### src/rtl/as_imem_scan_loader.sv
// rtl/as_imem_scan_loader.sv - JTAG-fed instruction memory loader; optional readback via AS_IMSCAN_READBACK_EN
`timescale 1ns/1ps
module as_imem_scan_loader #(
    parameter int IMEM_ADDR_W = 10,
    parameter int INSTR_W     = 32
) (
    input  logic                   clk_i,
    input  logic                   rst_ni,
    input  logic                   tck_i,
    input  logic                   tdi_i,
    input  logic                   sel_i,
    input  logic                   capture_dr_i,
    input  logic                   shift_dr_i,
    input  logic                   update_dr_i,
    output logic                   tdo_o,
    output logic                   imem_req_o,
    output logic [IMEM_ADDR_W-1:0] imem_addr_o,
    output logic [INSTR_W-1:0]     imem_wdata_o,
    output logic                   imem_we_o,
    input  logic                   imem_gnt_i,
    input  logic [INSTR_W-1:0]     imem_rdata_i,
    output logic                   loading_o,
    output logic [15:0]            wr_cnt_o,
    output logic                   ovf_o,
    output logic                   err_o
);
    localparam int SCAN_LEN = IMEM_ADDR_W + INSTR_W + 1;

`ifdef AS_IMSCAN_READBACK_EN
    typedef enum logic [1:0] {S_IDLE, S_WRITE, S_READ} state_t;
`else
    typedef enum logic [1:0] {S_IDLE, S_WRITE} state_t;
`endif

    state_t                state;
    logic [SCAN_LEN-1:0]   sr;
    logic [5:0]            sync_a;
    logic [5:0]            sync_b;
    logic                  tck_d;

    // All TCK-domain signals share one synchronizer depth so flags line up with the tck edge.
    always_ff @(posedge clk_i or negedge rst_ni) begin
        if (!rst_ni) begin
            sync_a <= '0;
            sync_b <= '0;
            tck_d  <= 1'b0;
        end else begin
            sync_a <= {tck_i, tdi_i, sel_i, capture_dr_i, shift_dr_i, update_dr_i};
            sync_b <= sync_a;
            tck_d  <= sync_b[5];
        end
    end

    logic tck_rise;
    logic do_capture;
    logic do_shift;
    logic do_update;
    assign tck_rise   = sync_b[5] & ~tck_d;
    assign do_capture = tck_rise & sync_b[3] & sync_b[2];
    assign do_shift   = tck_rise & sync_b[3] & sync_b[1] & ~sync_b[2];
    assign do_update  = tck_rise & sync_b[3] & sync_b[0] & ~sync_b[2] & ~sync_b[1];

    logic [IMEM_ADDR_W-1:0] upd_addr;
    logic [INSTR_W-1:0]     upd_data;
    logic                   upd_we;
    assign upd_addr = sr[SCAN_LEN-1 -: IMEM_ADDR_W];
    assign upd_data = sr[INSTR_W:1];
    assign upd_we   = sr[0];
    assign tdo_o    = sr[SCAN_LEN-1];

`ifdef AS_IMSCAN_READBACK_EN
    logic [INSTR_W-1:0] rb_data;
    logic               rb_valid;
`else
    logic unused_rdata;
    assign unused_rdata = ^imem_rdata_i;
`endif

    always_ff @(posedge clk_i or negedge rst_ni) begin
        if (!rst_ni) begin
            state        <= S_IDLE;
            sr           <= '0;
            imem_req_o   <= 1'b0;
            imem_we_o    <= 1'b0;
            imem_addr_o  <= '0;
            imem_wdata_o <= '0;
            wr_cnt_o     <= '0;
            ovf_o        <= 1'b0;
            err_o        <= 1'b0;
            loading_o    <= 1'b1;
`ifdef AS_IMSCAN_READBACK_EN
            rb_data      <= '0;
            rb_valid     <= 1'b0;
`endif
        end else begin
            // Scan register keeps working while a request is outstanding.
            if (do_capture) begin
`ifdef AS_IMSCAN_READBACK_EN
                sr       <= {upd_addr, (rb_valid ? rb_data : {INSTR_W{1'b0}}), 1'b0};
                rb_valid <= 1'b0;
`else
                sr <= {upd_addr, {INSTR_W{1'b0}}, 1'b0};
`endif
            end else if (do_shift) begin
                sr <= {sr[SCAN_LEN-2:0], sync_b[4]};
            end

            case (state)
                S_IDLE: begin
                    if (do_update) begin
                        if (upd_we) begin
                            if (upd_addr[1:0] == 2'b00) begin
                                imem_addr_o  <= upd_addr;
                                imem_wdata_o <= upd_data;
                                imem_we_o    <= 1'b1;
                                imem_req_o   <= 1'b1;
                                loading_o    <= 1'b1;
                                state        <= S_WRITE;
                            end else begin
                                err_o <= 1'b1;
                            end
                        end else begin
                            loading_o <= 1'b0;
`ifdef AS_IMSCAN_READBACK_EN
                            imem_addr_o <= upd_addr;
                            imem_we_o   <= 1'b0;
                            imem_req_o  <= 1'b1;
                            rb_valid    <= 1'b0;
                            state       <= S_READ;
`endif
                        end
                    end
                end
                S_WRITE: begin
                    if (do_update) begin
                        ovf_o <= 1'b1;
                    end
                    if (imem_gnt_i) begin
                        imem_req_o <= 1'b0;
                        imem_we_o  <= 1'b0;
                        if (wr_cnt_o != 16'hFFFF) begin
                            wr_cnt_o <= wr_cnt_o + 16'd1;
                        end
                        state <= S_IDLE;
                    end
                end
`ifdef AS_IMSCAN_READBACK_EN
                S_READ: begin
                    if (do_update) begin
                        ovf_o <= 1'b1;
                    end
                    // Stay one extra cycle after the grant to catch the read data.
                    if (imem_req_o) begin
                        if (imem_gnt_i) begin
                            imem_req_o <= 1'b0;
                        end
                    end else begin
                        rb_data  <= imem_rdata_i;
                        rb_valid <= 1'b1;
                        state    <= S_IDLE;
                    end
                end
`endif
                default: state <= S_IDLE;
            endcase
        end
    end
endmodule

### config.mk
export PLATFORM = sky130hd
export DESIGN_NAME = as_imem_scan_loader
export DESIGN_NICKNAME = d
export VERILOG_FILES = /design/src/rtl/as_imem_scan_loader.sv
export SDC_FILE = /design/constraint.sdc
export NUM_CORES = 1
export LEC_CHECK = 0
export CAP_MARGIN = 10
export CORE_ASPECT_RATIO = 0.9
export CORE_MARGIN = 10
export CORE_UTILIZATION = 53
export DETAILED_ROUTE_END_ITERATION = 6
export PLACE_DENSITY = 0.84
export SLEW_MARGIN = 20
export SYNTH_ARGS = -nofsm -noshare
export SYNTH_HDL_FRONTEND = slang
export SYNTH_SLANG_ARGS = --single-unit
### constraint.sdc
create_clock -name clk_i -period 4.5 [get_ports clk_i]
set_input_delay 0.9 -clock clk_i [delete_from_list [all_inputs] [get_ports clk_i]]
set_output_delay 0.9 -clock clk_i [all_outputs]
set_load 0.03 [all_outputs]
==> out/qor.log, run 1 <==
[cts] post_cts resized 0
[synthesis] Post-synth top flop sky130_fd_sc_hd__dfrtp_1
[die] cell row count 32
[synthesis] mean cell area of the mapped netlist 15.8 um2
[place] Placed Cells incl. Taps 468
[routing] sum of met2 wire segment lengths after detailed routing 4480 um
[synthesis] number of flops mapped to enable cells by yosys 0
[setup_path] crit-path cells clkdlybuf4s50_1
[timing] Post-Route Hold Slack 0.333 ns
[setup_path] kind of critical path register to output port
[synthesis] post-synthesis sequential area ratio 64.8%
[setup_path] sort of element at the end of the critical path output port
[cells_and_area] filler instances 574
[timing] clock period minus worst slack 2.64 ns
[global_route] vias in the first global route 2,891
[cts] cts-stage hold buffer count 0
[synthesis] cell type with the highest aggregate area in the netlist sky130_fd_sc_hd__dfrtp_1
[synthesis] dominant combinational cell family by area after synthesis multiplexers
[synthesis] Synthesis Warnings 0
[routing] DRT iter0 DRCs 113
[setup_path] required time worst endpoint 3.60 ns
[place] worst slack at placement 1.98 ns
[routing] met3 WL post-DR 508 um
[setup_path] buffers and inverters on the worst path 1
[cts] insertion delay to the later sink of the worst-skew pair 0.51 ns
[cts] maximum clock insertion buffer count 2
[job] max-capacitance violation count 0
[routing] drt total wl 8900 um
[routing] DRC viols 0
[routing] via density per instance 5.36
[cells_and_area] most common cell after layout, fill and taps aside sky130_fd_sc_hd__dfrtp_1
[power_and_ir_drop] peak ir drop on the vdd network 0.469 mV
[timing] RSZ-0062 raised after global routing false
[min_path] Hold WC Path Type input port to asynchronous set/reset pin
[routing] number of optimization iterations in the first detailed-route pass 4
[global_route] global-route usage over all layers 15.0%
[timing] Setup WS post-layout 1.86 ns
[power_and_ir_drop] cell leakage power 0.00292 uW
[synthesis] portion of netlist area occupied by mux cells 15.7%
[place] Detailed Place HPWL 5750 um
[cts] CTS Sinks 118
[timing] final total negative setup slack 0 ns
[timing] Final Setup Violations 0
[die] die width 118 um
[cts] number of buffers added by the clock tree synthesis step 17
[cells_and_area] layout-stage area growth over the synthesis result 31.2%
[routing] total number of vias 2,682
[global_route] antenna violations before repair 0
[routing] length of routed wiring on met1 3830 um
[cts] clock root buffer sky130_fd_sc_hd__clkbuf_8
[timing] measured slew at the worst slew-check pin 0.847 ns
[synthesis] xor/xnor cell area share of the yosys netlist 2.50%
[timing] Worst Skew 0.00933 ns
[setup_path] Reg2Reg Launch Point tck_d
[cells_and_area] highest-count cells in the layout ignoring fill and taps sky130_fd_sc_hd__dfrtp_1, sky130_fd_sc_hd__clkdlybuf4s50_1, sky130_fd_sc_hd__mux2_4, sky130_fd_sc_hd__a22o_1, sky130_fd_sc_hd__clkbuf_16
[timing] Slew Limit Headroom 43.5%
[cells_and_area] Final nets 410
[global_route] gr ovfl total 0
[run_status] run status completed
[synthesis] dominant cells by area after synthesis sky130_fd_sc_hd__dfrtp_1, sky130_fd_sc_hd__mux2_4, sky130_fd_sc_hd__a22o_1, sky130_fd_sc_hd__mux2_2, sky130_fd_sc_hd__xor2_1
[setup_path] maximum fanout count along the critical path 8
[routing] number of routed nets with antenna violations 0
[global_route] first-pass GRT wire length 15,400 um
[setup_path] largest stage delay on the critical path 0.74 ns
[synthesis] share of synthesized cell area in full adder, half adder and majority cells 0.275%
[synthesis] Synth async-reset ratio 100%
[setup_path] Critical Path AT 1.74 ns
[die] area inside the core boundary 8490 um2
[synthesis] area fraction in compound gates after synthesis 7.91%
[cts] number of levels the H-tree was split into 4
[synthesis] post-synthesis cell area 4560 um2
[synthesis] Post-Synth Simple-Gate Area 6.64%
[cts] Clk pin slew, worst setup/hold paths 0.06 ns
[die] die area 12,700 um2
[timing] Final Max Tran Viols 0
[cells_and_area] ratio of cells with drive above 1 in the final layout 25.2%
[place] number of I/O port buffers 72
[synthesis] area share of the largest cell type after synthesis 64.3%
[cells_and_area] count of inserted antenna diode cells 0
[power_and_ir_drop] total power divided by cell area 428 nW/um2
[die] count of boundary I/O pins 105
[cts] clock tree from TritonCTS yes
[synthesis] unique cell type count in the Yosys netlist 39
[setup_path] startpoint type of the worst setup path register
[setup_path] CP max-delay cell sky130_fd_sc_hd__clkdlybuf4s50_1
[die] starting density of the core 53.7%
[global_route] largest net degree at the start of global routing 50
[place] Routability Congestion 0.813
[synthesis] gate count after technology mapping 288
[timing] share of the clock period used by the worst path 58.7%
[routing] highest metal layer with signal wires met4
[routing] average detailed-routed wire length per instance 17.8 um
[timing] Max Clock Freq 378 MHz
[synthesis] post-synthesis register bit count 118
[cells_and_area] Finished Layout Cells 500
[synthesis] syn_nets 330
[timing] endpoints failing hold 0
[setup_path] launch point of the critical path imem_we_o
[setup_path] cell family with most CP delay buffers and inverters
[cts] post-CTS setup buffer count 0
[die] vertical die dimension 108 um
## final timing paths
path / to / slack [ns] / cells past startpoint
min in group clk_i: sync_b[3] / 0.35 / 0
max in group asynchronous: sr[33] / 3.21 / 2
min reg2reg: sync_b[3] / 0.35 / 0
max: imem_req_o / 1.86 / 1
min: imem_wdata_o[16] / 0.33 / 1
max reg2reg: imem_addr_o[4] / 2.28 / 4
## routing by layer
layer / GRT usage [%] / vias to the layer above
li1: - / 1215
met3: 5.89 / 8
met2: 24.3 / 81
met4: 6.08 / 0
met5: 0 / -
met1: 17.8 / 1378
## state kept, by name, summed over array words and instances, names as in the netlist
name and flops:
err_o 1, imem_addr_o 10, imem_wdata_o 32, imem_we_o 1, loading_o 1, ovf_o 1
sr 43, sync_a 6, sync_b 6, tck_d 1, wr_cnt_o 16
## layout make-up
class / instances / area [um2] / share of cell area [%]
clock buffer: 20 / 445 / 7.45
inverter: 2 / 7.51 / 0.126
sequential: 118 / 2950 / 49.4
tap: 119 / 149 / 2.49
timing repair buffer: 75 / 741 / 12.4
multi-input combinational: 154 / 1510 / 25.2
clock inverter: 12 / 175 / 2.93
## synth_stat cells (all sizes together) (4+ instances only)
library cell	count
nand3	8
nand4	6
clkbuf	4
a22o	33
nor2	7
xor2	11
mux2	51
dfrtp	117
buf	10
nand2	7
nor3	5
## where the power goes
group          internal [uW]  total, uW  switching (uW)
sequential              1080       1090            12.8
clock                    927       1390             463
combinational           28.9       78.8            50.0
## through the flow
stage	cell area [um2]	utilization (%)	total power (uW)
6_report	5980	70.4	2560
5_1_grt	5980	70.4	2650
4_1_cts	5980	70.4	2590
3_5_place_dp	5360	63.1	1190
3_3_place_gp	5360	63.1	1190
2_1_floorplan	4560	-	1140
## kinds of logic after synthesis
logic type | count (synthesis)
flops | 118
mux | 51
simple gates | 46
compound gates | 43
buf+inv | 16
xor+xnor | 13
fa+ha+maj | 1
## worst reg2reg max path: cells and delay by family, from the launching register on
family           cells  cell delay, ns
DFF                  1            0.35
and+or+nand+nor      3            1.16
muxes                1            0.59
Note: power is estimated with default switching activity, not from simulation.
==> run 2: changes to the inputs <==
CORE_UTILIZATION = 45   (was 53)
PLACE_DENSITY = 0.76   (was 0.84)
clock period = 2.4 ns   (was 4.5 ns; I/O delays follow)
==> run 2 against run 1 <==
Final area is 0.13% higher. Sequential power up 87%. Utilization decreased by 9.3 points. Global-route usage is 2.6 points lower. Non-clock buffer count rose by 3. Flip-flop and latch count is the same. First-iteration DRC count up 49%. Largest power group unchanged.
==> out/qor.log, run 2 (synthesized netlist as in run 1, its figures left out) <==
[die] starting density of the core 46.6%
[timing] Worst Skew 0.0168 ns
[setup_path] cell family with most CP delay buffers and inverters
[routing] DRC viols 0
[routing] average detailed-routed wire length per instance 17.0 um
[cts] cts-stage hold buffer count 0
[cts] number of levels the H-tree was split into 4
[global_route] first-pass GRT wire length 14,700 um
[setup_path] maximum fanout count along the critical path 8
[die] area inside the core boundary 9780 um2
[timing] Final Setup Violations 0
[cts] clock root buffer sky130_fd_sc_hd__clkbuf_16
[cts] maximum clock insertion buffer count 2
[cts] post-CTS setup buffer count 0
[run_status] run status completed
[die] die area 14,600 um2
[timing] Final Max Tran Viols 0
[routing] total number of vias 2,606
[cells_and_area] Final nets 413
[setup_path] largest stage delay on the critical path 0.74 ns
[global_route] gr ovfl total 0
[routing] number of routed nets with antenna violations 0
[cts] post_cts resized 0
[die] vertical die dimension 115 um
[timing] final total negative setup slack 0 ns
[global_route] global-route usage over all layers 12.4%
[setup_path] sort of element at the end of the critical path output port
[cts] insertion delay to the later sink of the worst-skew pair 0.41 ns
[place] Detailed Place HPWL 5750 um
[cells_and_area] most common cell after layout, fill and taps aside sky130_fd_sc_hd__dfrtp_1
[cells_and_area] largest register by flop count sr
[timing] Max Clock Freq 472 MHz
[timing] Slew Limit Headroom 65.0%
[place] Routability Congestion 0.799
[cells_and_area] Top Registers sr x43, imem_wdata_o x32, wr_cnt_o x16
[cells_and_area] highest-count cells in the layout ignoring fill and taps sky130_fd_sc_hd__dfrtp_1, sky130_fd_sc_hd__clkdlybuf4s50_1, sky130_fd_sc_hd__mux2_4, sky130_fd_sc_hd__a22o_1, sky130_fd_sc_hd__clkbuf_16
[min_path] Hold WC Path Type input port to asynchronous set/reset pin
[global_route] antenna violations before repair 0
[job] max-capacitance violation count 0
[setup_path] required time worst endpoint 1.92 ns
[power_and_ir_drop] total power divided by cell area 767 nW/um2
[global_route] vias in the first global route 2,752
[cts] number of buffers added by the clock tree synthesis step 17
[cells_and_area] count of inserted antenna diode cells 0
[cells_and_area] layout-stage area growth over the synthesis result 31.4%
[cells_and_area] ratio of cells with drive above 1 in the final layout 26.0%
[global_route] largest net degree at the start of global routing 55
[cts] Clk pin slew, worst setup/hold paths 0.06 ns
[setup_path] Critical Path AT 1.64 ns
[setup_path] crit-path cells clkdlybuf4s50_1
[place] number of I/O port buffers 72
[power_and_ir_drop] Total Power Consumption 4590 uW
[setup_path] buffers and inverters on the worst path 1
[timing] measured slew at the worst slew-check pin 0.525 ns
[routing] DRT iter0 DRCs 168
[routing] drt total wl 8690 um
[cells_and_area] Largest register FFs 43
[die] cell row count 34
[setup_path] kind of critical path register to output port
[setup_path] startpoint type of the worst setup path register
[die] die width 126 um
[timing] RSZ-0062 raised after global routing false
[power_and_ir_drop] cell leakage power 0.00291 uW
[timing] clock period minus worst slack 2.12 ns
[routing] via density per instance 5.11
[routing] number of optimization iterations in the first detailed-route pass 4
[cts] clock tree from TritonCTS yes
[cts] CTS Sinks 118
[timing] share of the clock period used by the worst path 88.3%
[setup_path] CP max-delay cell sky130_fd_sc_hd__clkdlybuf4s50_1
[timing] endpoints failing hold 0
[die] count of boundary I/O pins 105
[power_and_ir_drop] peak ir drop on the vdd network 0.718 mV
-- run 2: report_power, final --
group / internal, uW / total, uW / switching (uW) / leakage, uW
Combinational: 57.7 / 152 / 93.9 / 0.00104
Clock: 1440 / 2400 / 958 / 0.000257
Sequential: 2020 / 2040 / 23.8 / 0.00161
-- run 2: worst paths after layout --
path	startpoint	endpoint	slack, ns	cells after the start
worst max-delay path	imem_we_o	imem_req_o	0.28	1
worst min-delay path	rst_ni	imem_wdata_o[5]	0.05	1
worst max register to register	sync_b[5]	imem_wdata_o[3]	0.63	5
worst min register to register	sync_a[1]	sync_b[1]	0.35	0
max in group asynchronous	rst_ni	imem_wdata_o[27]	1.69	2
min in group clk_i	sync_a[1]	sync_b[1]	0.35	0
-- run 2: layout make-up --
class | instances | area [um2]
multi-input cells | 154 | 1510
clock inverters | 15 | 146
fillers | 778 | 3800
repair buffers | 78 | 788
inverters | 2 | 7.51
flip-flops and latches | 118 | 2950
well taps | 126 | 158
clock buffers | 17 | 425
-- run 2: metrics by stage --
step	cell area (um2)	utilization [%]	std cells	hold WS (ns)	setup slack (ns)
2_1_floorplan	4560	-	288	0.184	0.697
3_3_place_gp	5420	55.3	478	0.332	0.311
3_5_place_dp	5420	55.3	478	0.335	0.281
4_1_cts	5990	61.2	510	0.0569	0.260
5_1_grt	5990	61.2	510	0.0830	0.217
6_report	5990	61.2	510	0.0473	0.282
-- run 2: metal layers --
layer | global-route usage, % | wire length, um
met3 | 5.07 | 454
met4 | 5.46 | 103
met2 | 18.8 | 4120
met5 | 0 | 0
met1 | 15.5 | 4010
